`src/rtl/bus_fabric_pkg.sv`:
```
// Shared types and constants for the bus_fabric address decoder and router.
package bus_fabric_pkg;

    typedef enum logic [1:0] {
        StIdle,
        StXfer,
        StErr
    } state_t;

    localparam logic [31:0] DefErrData = 32'hDEADBEEF;

    localparam logic [2:0] SizeByte = 3'd0;
    localparam logic [2:0] SizeHalf = 3'd1;
    localparam logic [2:0] SizeWord = 3'd2;

endpackage

```
`src/rtl/bus_window_dec.sv`:
```
// Combinational window decoder: reports whether an address falls in any enabled window
// and the lowest matching window index.
module bus_window_dec
    import bus_fabric_pkg::*;
#(
    parameter int unsigned NSLV = 2,
    parameter int unsigned AW   = 32,
    parameter int unsigned SW   = 1
) (
    input  logic [AW-1:0]      addr,
    input  logic [NSLV*AW-1:0] base,
    input  logic [NSLV*AW-1:0] span,
    output logic               hit,
    output logic [SW-1:0]      idx
);

    // Walk downwards so the lowest matching window is the one left standing.
    // The offset is only formed once addr >= base, so it never wraps.
    always_comb begin
        hit = 1'b0;
        idx = '0;
        for (int i = NSLV - 1; i >= 0; i--) begin
            if ((addr >= base[i*AW +: AW]) &&
                ((addr - base[i*AW +: AW]) < span[i*AW +: AW])) begin
                hit = 1'b1;
                idx = SW'(i);
            end
        end
    end

endmodule

```
`src/rtl/bus_fabric.sv`:
```
// Routes one master memory port to NSLV slave windows with a registered select,
// wait-state timeout, error response for unmapped/timed-out accesses and an error counter.
module bus_fabric
    import bus_fabric_pkg::*;
#(
    parameter int unsigned        NSLV     = 2,
    parameter int unsigned        AW       = 32,
    parameter int unsigned        DW       = 32,
    parameter logic [NSLV*AW-1:0] BASE     = {32'h2000, 32'h1000},
    parameter logic [NSLV*AW-1:0] SPAN     = {32'h100, 32'h1000},
    parameter int unsigned        TIMEOUT  = 255,
    parameter logic [DW-1:0]      ERR_DATA = DW'(DefErrData)
) (
    input  logic               clk,
    input  logic               rst,
    input  logic [AW-1:0]      m_addr,
    input  logic [2:0]         m_size,
    input  logic               m_valid,
    input  logic               m_write,
    input  logic [DW-1:0]      m_wdata,
    output logic [DW-1:0]      m_rdata,
    output logic               m_ready,
    output logic               m_err,
    output logic [AW-1:0]      s_addr,
    output logic [2:0]         s_size,
    output logic               s_write,
    output logic [DW-1:0]      s_wdata,
    output logic [NSLV-1:0]    s_valid,
    input  logic [NSLV*DW-1:0] s_rdata,
    input  logic [NSLV-1:0]    s_ready,
    output logic [15:0]        err_count
);

    localparam int unsigned SW = (NSLV > 1) ? $clog2(NSLV) : 1;
    localparam int unsigned TW = (TIMEOUT > 0) ? $clog2(TIMEOUT + 1) : 1;

    if ((NSLV < 1) || (NSLV > 8)) begin : g_nslv_check
        $error("bus_fabric: NSLV must be in 1..8");
    end

    state_t        state_q, state_d;
    logic [SW-1:0] sel_q, sel_d;
    logic [TW-1:0] tcnt_q, tcnt_d;
    logic [15:0]   err_cnt_q, err_cnt_d;

    logic          dec_hit;
    logic [SW-1:0] dec_idx;

    logic [AW-1:0]   sel_base;
    logic [DW-1:0]   sel_rdata;
    logic            sel_ready;
    logic [NSLV-1:0] sel_onehot;

    bus_window_dec #(
        .NSLV(NSLV),
        .AW  (AW),
        .SW  (SW)
    ) u_dec (
        .addr(m_addr),
        .base(BASE),
        .span(SPAN),
        .hit (dec_hit),
        .idx (dec_idx)
    );

    always_comb begin
        sel_base   = '0;
        sel_rdata  = '0;
        sel_ready  = 1'b0;
        sel_onehot = '0;
        for (int unsigned i = 0; i < NSLV; i++) begin
            if (sel_q == SW'(i)) begin
                sel_base      = BASE[i*AW +: AW];
                sel_rdata     = s_rdata[i*DW +: DW];
                sel_ready     = s_ready[i];
                sel_onehot[i] = 1'b1;
            end
        end
    end

    assign s_addr    = m_addr - sel_base;
    assign s_size    = m_size;
    assign s_write   = m_write;
    assign s_wdata   = m_wdata;
    assign err_count = err_cnt_q;

    always_comb begin
        state_d   = state_q;
        sel_d     = sel_q;
        tcnt_d    = tcnt_q;
        err_cnt_d = err_cnt_q;
        s_valid   = '0;
        m_ready   = 1'b0;
        m_err     = 1'b0;
        m_rdata   = '0;
        unique case (state_q)
            StIdle: begin
                if (m_valid) begin
                    if (dec_hit) begin
                        sel_d   = dec_idx;
                        tcnt_d  = '0;
                        state_d = StXfer;
                    end else begin
                        state_d = StErr;
                    end
                end
            end
            StXfer: begin
                if (!m_valid) begin
                    // Master withdrew the request: silent abort, no response.
                    state_d = StIdle;
                end else begin
                    s_valid = sel_onehot;
                    if (sel_ready) begin
                        m_ready = 1'b1;
                        m_rdata = sel_rdata;
                        state_d = StIdle;
                    end else if ((TIMEOUT != 0) && (tcnt_q == TW'(TIMEOUT - 1))) begin
                        state_d = StErr;
                    end else begin
                        tcnt_d = tcnt_q + 1'b1;
                    end
                end
            end
            StErr: begin
                m_ready = 1'b1;
                m_err   = 1'b1;
                m_rdata = ERR_DATA;
                if (err_cnt_q != 16'hFFFF) begin
                    err_cnt_d = err_cnt_q + 16'd1;
                end
                state_d = StIdle;
            end
            default: state_d = StIdle;
        endcase
    end

    always_ff @(posedge clk) begin
        if (rst) begin
            state_q   <= StIdle;
            sel_q     <= '0;
            tcnt_q    <= '0;
            err_cnt_q <= '0;
        end else begin
            state_q   <= state_d;
            sel_q     <= sel_d;
            tcnt_q    <= tcnt_d;
            err_cnt_q <= err_cnt_d;
        end
    end

endmodule

```
`config.mk`:
```
export PLATFORM = sky130hd
export DESIGN_NAME = bus_fabric
export DESIGN_NICKNAME = d
export VERILOG_FILES = /design/src/rtl/bus_fabric_pkg.sv /design/src/rtl/bus_window_dec.sv /design/src/rtl/bus_fabric.sv
export SDC_FILE = /design/constraint.sdc
export NUM_CORES = 1
export LEC_CHECK = 0
export CORE_UTILIZATION = 44
export CTS_BUF_LIST = sky130_fd_sc_hd__clkbuf_8 sky130_fd_sc_hd__clkbuf_16
export DETAILED_ROUTE_END_ITERATION = 16
export PLACE_DENSITY = 0.86
export SLEW_MARGIN = 5
export SYNTH_ARGS = -nofsm -noshare
export SYNTH_HDL_FRONTEND = slang
export SYNTH_HIERARCHICAL = 1
export SYNTH_SLANG_ARGS = --single-unit
```
`constraint.sdc`:
```
create_clock -name clk -period 5.6 [get_ports clk]
set_input_delay 1.12 -clock clk [delete_from_list [all_inputs] [get_ports clk]]
set_output_delay 1.12 -clock clk [all_outputs]
set_load 0.02 [all_outputs]
```
# After elaboration in Yosys (flattened, before gate mapping)
# Cells that the tools add are included.
[classes]
n_lt_le_gt_ge = 4
add_sub_neg = 5
n_reduce_logical = 8
eq_ne = 10
n_mux = 29
[op_table]
columns = ["op", "count"]
rows = [
  ["$mux W32", 3],
  ["$pmux W32 S2", 1],
  ["$mux W8", 5],
  ["$ge A32 B13 Y1 const B", 1],
  ["$ge A32 B14 Y1 const B", 1],
  ["$lt A32 B13 Y1 const B", 1],
  ["$lt A32 B9 Y1 const B", 1],
  ["$sub A32 B13 Y32 const B", 1],
  ["$sub A32 B14 Y32 const B", 1],
  ["$sub A32 B32 Y32", 1],
  ["$add A16 B1 Y16 const B", 1],
  ["$ne A16 B16 Y1 const B", 1],
  ["$pmux W8 S2", 1],
  ["$mux W14", 1],
  ["$mux W2", 7],
  ["$ne A2 B2 Y1 const B", 5],
  ["$mux W1", 9],
  ["$add A8 B1 Y8 const B", 1],
  ["$eq A8 B8 Y1 const B", 1],
  ["$reduce_and A6 Y1", 1],
  ["$ne A4 B4 Y1 const B", 1],
  ["$pmux W2 S2", 1],
  ["$reduce_and A2 Y1", 2],
  ["$reduce_and A3 Y1", 1],
  ["other kinds (6)", 7],
]
[word_totals]
out_inout_bits = 120
wordCells = 60
ff_bits = 27
in_bits = 137

# Longest topological paths before layout
# Gate-level depths: netlist (run 1).
[logic_depth]
word_depth = 8
ltp_mapped = 25
ltp_nobuf = 25

# By module
# Netlist (run 1), hierarchy kept.
[by_module_without_submodules]
columns = ["module", "area_each_um2", "cells_per_inst", "seq_area_each_um2", "instances"]
rows = [
  ["bus_window_dec", 5014.8, 726, 0.0, 1],
  ["bus_fabric", 2785.2, 366, 540.5, 1],
]

# Worst setup path after synthesis (run 1)
# OpenSTA, ideal clock, no wires.
[synth_timing]
path_kind = "input to register"
startpoint = "input port m_addr[5]"
endpoint = "register tcnt_q[7]"
t_required_ns = 5.526
path_buffers = 0
path_slack_ns = -0.010
setup_time_ns = 0.074
cell_stages = 22
t_arrival_ns = 5.536
cell_sequence = "ha_1 a21o_1 a31o_1 a2111o_1 o211ai_2 o211ai_2 a221oi_4 o21ai_0 a21oi_1 xnor2_1 ha_1 a21o_1 a21o_1 a21oi_1 nand2_1 o21a_1 a211oi_1 nand2b_1 mux2_2 nand3_1 or4_1 a31oi_1"
[synth_between]
elab_chain_cells = 7
word_cells_on_any_way = 12
classes_between = "add/sub: 2; order compare: 4; eq/ne: 1; mux: 2; reduce/logical: 3"
[synth_rtl]
columns = ["item", "line_no", "rtl"]
rows = [
  ["start, declared", "bus_fabric.sv:16", "input logic [AW-1:0] m_addr,"],
  ["$sub A32 B14 Y32", "bus_window_dec.sv:24", "((addr - base[i*AW +: AW]) < span[i*AW +: AW])) begin"],
  ["$lt A32 B9 Y1", "bus_window_dec.sv:24", ""],
  ["$logic_and A1 B1 Y1", "bus_window_dec.sv:23", "if ((addr >= base[i*AW +: AW]) &&"],
  ["$mux W1", "bus_window_dec.sv:23", ""],
  ["$mux W1 (*)", "bus_window_dec.sv:23", ""],
  ["named net dec_hit", "bus_fabric.sv:46", "logic dec_hit;"],
  ["$ne A2 B2 Y1 (no source line) (*)", "--", ""],
  ["$reduce_and A6 Y1 (no source line) (*)", "--", ""],
  ["end signal, assigned", "bus_fabric.sv:147", "tcnt_q <= tcnt_d;"],
  ["end, declared", "bus_fabric.sv:43", "logic [TW-1:0] tcnt_q, tcnt_d;"],
]
# Mark *: on every way through the listed nets, which the timed path passes. The rest lies on a longest branch.
# A chain may end at the register's enable or synchronous reset.

# Worst setup path after layout (run 1)
[layout_timing]
startpoint = "input port m_addr[5]"
endpoint = "register tcnt_q[0]"
# The elaborated chain is that of the path after synthesis.

==> results of run 1 <==
-- cells in the final DEF, fill, tap and decap left out, types with 7 or more instances in the layout --
cell type | Yosys | routed
sky130_fd_sc_hd__o31ai_1 | 11 | 11
sky130_fd_sc_hd__and3_1 | 7 | 7
sky130_fd_sc_hd__o21ai_1 | 0 | 8
sky130_fd_sc_hd__ha_1 | 134 | 123
sky130_fd_sc_hd__clkdlybuf4s50_1 | 0 | 169
sky130_fd_sc_hd__buf_4 | 48 | 175
sky130_fd_sc_hd__a211oi_1 | 12 | 10
sky130_fd_sc_hd__nor2_1 | 49 | 49
sky130_fd_sc_hd__nand2_1 | 62 | 60
sky130_fd_sc_hd__conb_1 | 2 | 130
sky130_fd_sc_hd__a21oi_2 | 0 | 19
sky130_fd_sc_hd__or4_1 | 15 | 15
sky130_fd_sc_hd__nand2b_1 | 13 | 12
sky130_fd_sc_hd__or3_1 | 7 | 7
sky130_fd_sc_hd__dfxtp_1 | 27 | 26
sky130_fd_sc_hd__xor2_1 | 27 | 27
sky130_fd_sc_hd__a21o_1 | 53 | 53
sky130_fd_sc_hd__ha_4 | 0 | 9
sky130_fd_sc_hd__mux2i_1 | 34 | 34
sky130_fd_sc_hd__o211ai_1 | 13 | 13
sky130_fd_sc_hd__xnor2_1 | 46 | 46
sky130_fd_sc_hd__nand4_1 | 23 | 23
sky130_fd_sc_hd__nand3_1 | 30 | 28
sky130_fd_sc_hd__a31oi_1 | 8 | 7
sky130_fd_sc_hd__a21oi_1 | 123 | 103
sky130_fd_sc_hd__inv_1 | 163 | 163
sky130_fd_sc_hd__o21a_1 | 11 | 11
sky130_fd_sc_hd__o21ai_0 | 46 | 35
sky130_fd_sc_hd__nor3_1 | 11 | 9
sky130_fd_sc_hd__nor2b_1 | 13 | 13
-- per-stage QoR --
step | instance area, µm² | power (mW) | util (%) | setup WS, ps | instances
after global routing | 11700 | 1.82 | 67.5 | -269 | 1736
after floorplan | 8280 | 0.977 | - | 1.80 | 1220
final | 11700 | 1.69 | 67.5 | -28.1 | 1736
after global placement | 11100 | 1.34 | 64.2 | -794 | 1712
after CTS | 11400 | 1.61 | 66.0 | -32.3 | 1726
after detailed placement | 11100 | 1.39 | 64.2 | -1050 | 1712
-- power groups by stage --
stage	Combinational [mW]	Sequential, mW	Clock, mW
after floorplan	0.767	0.210	0
after global placement	1.13	0.209	0
after detailed placement	1.18	0.209	0
after CTS	1.24	0.205	0.172
after global routing	1.43	0.206	0.180
final	1.31	0.205	0.173
-- registers in the layout, indices dropped and copies added, names as in the netlist --
| register | cells |
|---|---|
| tcnt_q | 8 |
| state_q | 2 |
| sel_q | 1 |
| err_count | 16 |
-- how the worst max path moves through the flow --
stage                    start         to  slack, ps  depth (start not counted)
CTS                  m_addr[2]  tcnt_q[0]        -30                         25
floorplan            m_addr[5]  tcnt_q[7]          2                         22
finish               m_addr[5]  tcnt_q[0]        -30                         25
global placement     m_addr[5]  tcnt_q[7]       -790                         24
global route        m_addr[16]  tcnt_q[1]       -270                         26
detailed placement   m_addr[5]  tcnt_q[7]      -1050                         25
-- metal layers --
layer	part of all wire [%]	GRT usage [%]	vias up	routed length, µm
li1	-	-	4538	-
met1	41	28.4	4287	10000
met2	52	47.4	281	12800
met3	4.1	1.80	67	997
met4	2.9	8.74	0	703
met5	0	0	-	0
-- critical path, delay by kind of cell --
| kind | cells | cell delay [ps] |
|---|---|---|
| XOR/XNOR | 1 | 150 |
| multiplexers | 1 | 180 |
| AO/OA/AOI/OAI | 14 | 2710 |
| AND/OR/NAND/NOR | 4 | 800 |
| buffers and inverters | 3 | 390 |
| adder cells (fa/ha/maj) | 2 | 460 |
-- logic make-up (layout without fill, tap and decap cells) --
kind of cell               after synthesis  count (layout)  synth area share, %
and+or+nand+nor                        257             257                 17.2
DFF                                     27              27                 6.93
muxes                                   37              37                 4.84
AOI/OAI and AO/OA                      323             323                 26.7
other                                    2             130               0.0963
adders and majority gates              137             137                 22.3
buffers and inverters                  236             527                 13.8
xor gates and xnor gates                73              73                 8.20
-- layout make-up --
class,instances,area (µm²)
clock buffers,3,75.1
clock inverters,1,8.76
fillers,1293,5620
inverters,163,612
multi-input cells,957,7000
flip-flops and latches,27,542
well taps,225,282
repair buffers,360,3160
-- what timing repair did --
item                                   in CTS  in global routing
buffers inserted                           11                 10
resized for setup                          47                 57
pin swaps                                  56                 46
endpoints found under the hold margin       0                  0
setup endpoints to repair                  11                  9
==> impl_table.tex, run 1 <==
\begin{tabular}{lr}
\hline
Metric & Value \\
\hline
\multicolumn{2}{l}{\textbf{Power}} \\
Leakage & between 5 and 6 nW \\
Fraction of power consumed by the clock network & 10.2\% \\
Seq pwr share & roughly 12\% \\
Total net switching power & 747 µW \\
Maximum vdd drop & 111 µV \\
Pwr dens & roughly 140 mW/mm² \\
Sw frac & $\sim$44\% \\
Internal & around 940 µW \\
Fraction of power consumed by combinational cells & between 70 and 80\% \\
\multicolumn{2}{l}{\textbf{Setup path}} \\
CP max stage cell & sky130\_fd\_sc\_hd\_\_or4\_1 \\
Critical Path Source Type & input port \\
Setup slack of the worst register-to-register path & 3170 ps \\
Largest stage delay on the critical path & a little over 500 ps \\
Maximum fanout along the worst path & 5 \\
Top cell by count, worst path & sky130\_fd\_sc\_hd\_\_a21o\_1 \\
Crit path required time & between 5000 and 6000 ps \\
Type of element capturing the critical path & register \\
Data arrival, critical path & 5820 ps \\
CP Class & in2reg \\
FF-to-FF path depth & 5 \\
Reg2Reg Launch Point & sel\_q \\
FF-to-FF End & tcnt\_q[3] \\
\multicolumn{2}{l}{\textbf{Logic synthesis}} \\
Flops \& latches, synth & 27 \\
Async set-or-reset flop fraction in the synthesized netlist & 0\% \\
Area share of the largest cell type after synthesis & between 20\% and 30\% \\
Main flop type after synthesis & sky130\_fd\_sc\_hd\_\_dfxtp\_1 \\
Instance count of the mapped netlist & about 1.1k \\
Top cells by instance count after synthesis & 163 x sky130\_fd\_sc\_hd\_\_inv\_1, 134 x sky130\_fd\_sc\_hd\_\_ha\_1, 123 x sky130\_fd\_sc\_hd\_\_a21oi\_1 \\
Synth top area cells & sky130\_fd\_sc\_hd\_\_ha\_1 21\%, sky130\_fd\_sc\_hd\_\_a21oi\_1 7.9\%, sky130\_fd\_sc\_hd\_\_inv\_1 7.8\% \\
Share of the yosys chip area belonging to registers & between 6 and 7\% \\
Number of flops mapped to enable cells by yosys & 0 \\
Most frequently used cell type in the post-synthesis netlist & sky130\_fd\_sc\_hd\_\_inv\_1 \\
Syn. warnings & 6 \\
Cell taking the most area after synthesis & sky130\_fd\_sc\_hd\_\_ha\_1 \\
Synthesized area divided by synthesized cell count & a little over 7 µm² \\
Mapped Area & 0.00780 mm² \\
Number of distinct library cells after synthesis & 70 \\
\multicolumn{2}{l}{\textbf{Clock tree}} \\
Clock Pin Slew Worst Setup and Hold Paths & approximately 80 ps \\
Maximum number of buffers from clock root to sink & 2 \\
Worst skew pair latency & about 270 ps \\
TritonCTS clock tree & built \\
Maximum level of the CTS H-tree & 1 \\
Clk sinks & 27 \\
Cts bufs inserted & 3 \\
Root Buffer & sky130\_fd\_sc\_hd\_\_clkbuf\_16 \\
Total of hold buffers inserted after clock tree synthesis & 0 \\
\multicolumn{2}{l}{\textbf{STA}} \\
Setup Viol. Count Final & 3 \\
Hold violation count in the final report & 0 \\
Achievable Freq & approximately 180 MHz \\
Worst relative slew slack & between 20\% and 30\% \\
Final worst path period need & $\sim$5600 ps \\
Min Hold Slack & roughly 510 ps \\
RSZ-0062 raised after global routing & yes \\
Setup TNS after final layout & -60.5 ps \\
Tcrit/Tclk final & 101\% \\
Slew at the pin closest to its max-slew limit & between 1000 and 1500 ps \\
Max-slew violation count & 0 \\
Final clock skew & approximately 7.7 ps \\
Post-route worst setup slack & -28.1 ps \\
\multicolumn{2}{l}{\textbf{Floorplanning}} \\
I/O pin count & 257 \\
Die Y-Extent & 135 µm \\
Initial Util & between 40\% and 50\% \\
Core Box Area & between 0.015 and 0.02 mm² \\
Die width & 135 µm \\
Placement row count & 48 \\
Die ar. & roughly 0.018 mm² \\
\multicolumn{2}{l}{\textbf{Route}} \\
WL final & approximately 24000 µm \\
Vias per std cell & about 5.3 \\
First-pass iteration count of the detailed router & 5 \\
Post-route ant nets & 0 \\
Total via count in the routed design & between 9k and 10k \\
DR WL/cell & 14.1 µm \\
DRC Markers & 0 \\
Iteration-0 DRC Markers & between 400 and 500 \\
\multicolumn{2}{l}{\textbf{Run}} \\
\# Max-Cap Violations & 0 \\
\multicolumn{2}{l}{\textbf{GRT}} \\
Wire length of the first global-routing pass & $\sim$38000 µm \\
GR Overflow Total & 0 \\
Maximum number of pins on one net before global-route repair & 37 \\
Number of global-route vias before repair & about 8.8k \\
Number of antenna violations at the first check in global routing & 0 \\
All-layer global routing usage & around a quarter \\
\multicolumn{2}{l}{\textbf{Worst hold path}} \\
WHS Path Cells & 2 \\
Terminating pin of the worst hold path & tcnt\_q[1] \\
Kind of path behind the tightest hold check & reg2reg \\
Hold path startpoint & tcnt\_q[1] \\
\multicolumn{2}{l}{\textbf{Placement}} \\
Final weighted congestion in routability-driven placement & 0.926 \\
Number of I/O port buffers & roughly 180 \\
Estimated wirelength of the detail-placed design & 19200 µm \\
\multicolumn{2}{l}{\textbf{Layout}} \\
Growth of design area from synthesis to finish & 49.7\% \\
Ratio of cells with drive above 1 in the final layout & $\sim$17\% \\
Post-layout nets & between 1.5k and 2k \\
Antenna fix cells & 0 \\
\multicolumn{2}{l}{\textbf{Outcome}} \\
Result of the run & finished with violations \\
Failing checks & negative setup slack \\
\hline
\end{tabular}
No activity file was read; power rests on OpenSTA's default activity.
==> inputs of run 2 (changes only) <==
--- a/config.mk
+++ b/config.mk
@@ -5,10 +5,12 @@
 export SDC_FILE = /design/constraint.sdc
 export NUM_CORES = 1
 export LEC_CHECK = 0
-export CORE_UTILIZATION = 44
+export CELL_PAD_IN_SITES_DETAIL_PLACEMENT = 2
+export CELL_PAD_IN_SITES_GLOBAL_PLACEMENT = 2
+export CORE_UTILIZATION = 26
 export CTS_BUF_LIST = sky130_fd_sc_hd__clkbuf_8 sky130_fd_sc_hd__clkbuf_16
 export DETAILED_ROUTE_END_ITERATION = 16
-export PLACE_DENSITY = 0.86
+export PLACE_DENSITY = 0.9
 export SLEW_MARGIN = 5
 export SYNTH_ARGS = -nofsm -noshare
 export SYNTH_HDL_FRONTEND = slang
==> constraint.sdc (replaced) <==
create_clock -name clk -period 5.8 [get_ports clk]
set_input_delay 1.16 -clock clk [delete_from_list [all_inputs] [get_ports clk]]
set_output_delay 1.16 -clock clk [all_outputs]
set_load 0.02 [all_outputs]
==> run 2 against run 1 <==
Compared with the run above:
- the run still ends with negative setup slack left
- sequential power is 2% lower
- global-route usage is 1.4 points higher
- worst setup slack lost 330 ps
- sequential share of layout area fell by 0.14 points
- first-iteration DRC count is 0.67% higher
- critical endpoint is now tcnt_q[5]
- largest power group unchanged
- highest routed layer unchanged
==> impl_table.tex, run 2 (synthesis results as in run 1) <==
\begin{tabular}{lr}
\hline
Metric & Value \\
\hline
\multicolumn{2}{l}{\textbf{Layout}} \\
Growth of design area from synthesis to finish & 54.4\% (was 49.7\%) \\
Fillers & 3412 (was 1293) \\
Area of all placed cells without fillers & 0.0120 mm² (was 0.0117 mm²) \\
Number of flip-flops in the largest register & 16 (unchanged) \\
Most common cell after layout, fill and taps aside & sky130\_fd\_sc\_hd\_\_buf\_4 (unchanged) \\
Ratio of cells with drive above 1 in the final layout & 18.8\% (was 16.9\%) \\
Area used by sequential logic in the layout & 542 µm² (unchanged) \\
Antenna fix cells & 0 (unchanged) \\
Most frequent cells in the layout & 171 x sky130\_fd\_sc\_hd\_\_buf\_4, 167 x sky130\_fd\_sc\_hd\_\_clkdlybuf4s50\_1, 163 x sky130\_fd\_sc\_hd\_\_inv\_1 (was 175 x sky130\_fd\_sc\_hd\_\_buf\_4, 169 x sky130\_fd\_sc\_hd\_\_clkdlybuf4s50\_1, 163 x sky130\_fd\_sc\_hd\_\_inv\_1) \\
Final Non-Filler Cells & 1900 (was 1736) \\
Post-layout nets & 1785 (was 1786) \\
Area taken by multi-input logic gates & 0.00719 mm² (was 0.00700 mm²) \\
\multicolumn{2}{l}{\textbf{STA}} \\
Final clock skew & 6.34 ps (was 7.67 ps) \\
Post-route worst setup slack & -355 ps (was -28.1 ps) \\
Worst relative slew slack & 33.7\% (was 22.3\%) \\
RSZ-0062 raised after global routing & yes (unchanged) \\
Hold violation count in the final report & 0 (unchanged) \\
Max-slew violation count & 0 (unchanged) \\
Tcrit/Tclk final & 106\% \\
Slew at the pin closest to its max-slew limit & 994 ps (was 1150 ps) \\
Setup Viol. Count Final & 11 (was 3) \\
Final worst path period need & a little over 6000 ps \\
Achievable Freq & $\sim$160 MHz \\
\multicolumn{2}{l}{\textbf{Route}} \\
DRC Markers & 0 (unchanged) \\
First-pass iteration count of the detailed router & 5 (unchanged) \\
Vias per std cell & 5.37 (was 5.28) \\
Iteration-0 DRC Markers & 454 (was 451) \\
Post-route ant nets & 0 (unchanged) \\
WL final & 47600 µm (was 24500 µm) \\
Total via count in the routed design & 10.2k (was 9173) \\
DR WL/cell & 25.1 µm (was 14.1 µm) \\
\multicolumn{2}{l}{\textbf{Outcome}} \\
Failing checks & negative setup slack (unchanged) \\
Result of the run & finished with violations (unchanged) \\
\multicolumn{2}{l}{\textbf{GRT}} \\
Met2 track utilization from global routing & 52.7\% (was 47.4\%) \\
Wire length of the first global-routing pass & 63900 µm (was 38000 µm) \\
Met1 track utilization from global routing & 27.7\% (was 28.4\%) \\
Most crowded layer after global routing & met2 (unchanged) \\
Number of global-route vias before repair & 11.5k (was 8760) \\
Number of antenna violations at the first check in global routing & 0 (unchanged) \\
Maximum number of pins on one net before global-route repair & 37 (unchanged) \\
Met3 Track Usage GR & 2.24\% (was 1.80\%) \\
GR Overflow Total & 0 (unchanged) \\
All-layer global routing usage & 26.1\% (was 24.7\%) \\
\multicolumn{2}{l}{\textbf{Power}} \\
Maximum vdd drop & 86.6 µV (was 111 µV) \\
Pwr dens & 159 mW/mm² (was 145 mW/mm²) \\
Leakage & 5.13 nW (was 5.16 nW) \\
\multicolumn{2}{l}{\textbf{Setup path}} \\
FF-to-FF path depth & 6 (was 5) \\
Reg2Reg Launch Point & err\_count[0] (was sel\_q) \\
Critical Path Source Type & input port (unchanged) \\
FF-to-FF End & err\_count[15] (was tcnt\_q[3]) \\
Setup slack of the worst register-to-register path & 3270 ps (was 3170 ps) \\
Maximum fanout along the worst path & 6 (was 5) \\
Data arrival, critical path & 6340 ps (was 5820 ps) \\
CP Class & in2reg (unchanged) \\
Crit path required time & 5990 ps (was 5790 ps) \\
Type of element capturing the critical path & register (unchanged) \\
\multicolumn{2}{l}{\textbf{Placement}} \\
Setup Slack @ Placement & -1190 ps (was -1050 ps) \\
Area of placed instances & 0.0113 mm² (was 0.0111 mm²) \\
Final weighted congestion in routability-driven placement & 0.843 (was 0.926) \\
Number of I/O port buffers & 184 (unchanged) \\
Placed cells & 1869 (was 1712) \\
Estimated wirelength of the detail-placed design & 30500 µm (was 19200 µm) \\
\multicolumn{2}{l}{\textbf{Clock tree}} \\
Clock Pin Slew Worst Setup and Hold Paths & 80 ps (about the same) \\
Root Buffer & sky130\_fd\_sc\_hd\_\_clkbuf\_16 (unchanged) \\
Maximum level of the CTS H-tree & 1 (unchanged) \\
Total of hold buffers inserted after clock tree synthesis & 0 (unchanged) \\
Maximum number of buffers from clock root to sink & 2 (unchanged) \\
Cts bufs inserted & 3 (unchanged) \\
Clk sinks & 27 (unchanged) \\
TritonCTS clock tree & built (unchanged) \\
Worst skew pair latency & 270 ps (about the same) \\
\multicolumn{2}{l}{\textbf{Worst hold path}} \\
WHS Path Cells & 2 (unchanged) \\
Hold path startpoint & tcnt\_q[7] (was tcnt\_q[1]) \\
Kind of path behind the tightest hold check & reg2reg (unchanged) \\
Terminating pin of the worst hold path & tcnt\_q[7] (was tcnt\_q[1]) \\
\multicolumn{2}{l}{\textbf{Floorplanning}} \\
Die ar. & 0.0307 mm² (was 0.0183 mm²) \\
Initial Util & 26.4\% (was 45.1\%) \\
Die width & 175 µm (was 135 µm) \\
Placement row count & 63 (was 48) \\
I/O pin count & 257 (unchanged) \\
Core Box Area & 0.0296 mm² (was 0.0173 mm²) \\
Die Y-Extent & 175 µm (was 135 µm) \\
\multicolumn{2}{l}{\textbf{Run}} \\
\# Max-Cap Violations & 0 (unchanged) \\
\hline
\end{tabular}
run 2: changes by cell type in the layout (fill, tap and decap cells not counted), moves of 5 or more:
cell / previous run / this run
sky130_fd_sc_hd__ha_1: 123 / 117
sky130_fd_sc_hd__dlymetal6s2s_1: 6 / 0
sky130_fd_sc_hd__ha_4: 9 / 14
sky130_fd_sc_hd__a21oi_1: 103 / 98
run 2: where the power goes:
group / total (mW) / switching [mW] / internal [mW]
clock network: 0.168 / 0.0747 / 0.0935
logic: 1.55 / 0.870 / 0.679
registers: 0.201 / 0.0100 / 0.191
total: 1.92 / 0.955 / 0.964
run 2: per-layer routing:
metal | vias up | part of all wire (%) | routed length [µm]
li1 | 4543 | - | -
met1 | 5117 | 37 | 17800
met2 | 376 | 54 | 25900
met3 | 159 | 3.3 | 1560
met4 | 0 | 4.8 | 2300
met5 | - | 0 | 0
run 2: how the worst max path moves through the flow:
stage / startpoint / endpoint / slack, ps
global route: m_addr[20] / tcnt_q[5] / -510
global placement: m_addr[5] / tcnt_q[7] / -710
detailed placement: m_addr[5] / tcnt_q[7] / -1190
finish: m_addr[20] / tcnt_q[5] / -350
CTS: m_addr[5] / tcnt_q[0] / 1
floorplan: m_addr[5] / tcnt_q[7] / 150
run 2: final cells by class:
| type | count | share of cell area, % |
|---|---|---|
| Multi-Input combinational cell | 957 | 59.7 |
| Sequential cell | 27 | 4.50 |
| Clock inverter | 1 | 0.0416 |
| Timing Repair Buffer | 359 | 26.0 |
| Tap cell | 390 | 4.05 |
| Inverter | 163 | 5.08 |
| Clock buffer | 3 | 0.623 |
run 2: worst max-delay path: stages:
cell and delay (ps):
sky130_fd_sc_hd__clkdlybuf4s50_1 490, sky130_fd_sc_hd__buf_4 190, sky130_fd_sc_hd__ha_1 480, sky130_fd_sc_hd__nand3_1 180, sky130_fd_sc_hd__o21ai_0 240, sky130_fd_sc_hd__a21oi_1 120, sky130_fd_sc_hd__o21ai_1 240, sky130_fd_sc_hd__a21oi_1 120
sky130_fd_sc_hd__buf_4 190, sky130_fd_sc_hd__o31ai_1 400, sky130_fd_sc_hd__xor2_1 150, sky130_fd_sc_hd__ha_1 210, sky130_fd_sc_hd__a21oi_1 180, sky130_fd_sc_hd__nor2b_1 90, sky130_fd_sc_hd__o21ai_1 130, sky130_fd_sc_hd__nand2_1 120
sky130_fd_sc_hd__a211oi_2 270, sky130_fd_sc_hd__buf_4 180, sky130_fd_sc_hd__nand2b_4 130, sky130_fd_sc_hd__mux2_4 170, sky130_fd_sc_hd__nand3_4 110, sky130_fd_sc_hd__or4_1 560, sky130_fd_sc_hd__a31oi_1 240
run 2: repair_timing:
item | 4_1_cts | 5_1_grt
buffers inserted | 21 | 6
pin swaps | 52 | 24
endpoints found under the hold margin | 0 | 0
resized for setup | 105 | 57
setup endpoints to repair | 11 | 10
run 2: through the flow:
stage	TNS [ps]	hold slack, ps	utilization, %	power, mW
after detailed placement	-10380	511	38.1	1.46
after global placement	-5420	481	38.1	1.34
after global routing	-4160	567	40.7	2.00
after floorplan	0	468	-	0.943
after CTS	0	520	40.0	1.71
final	-2410	550	40.7	1.92
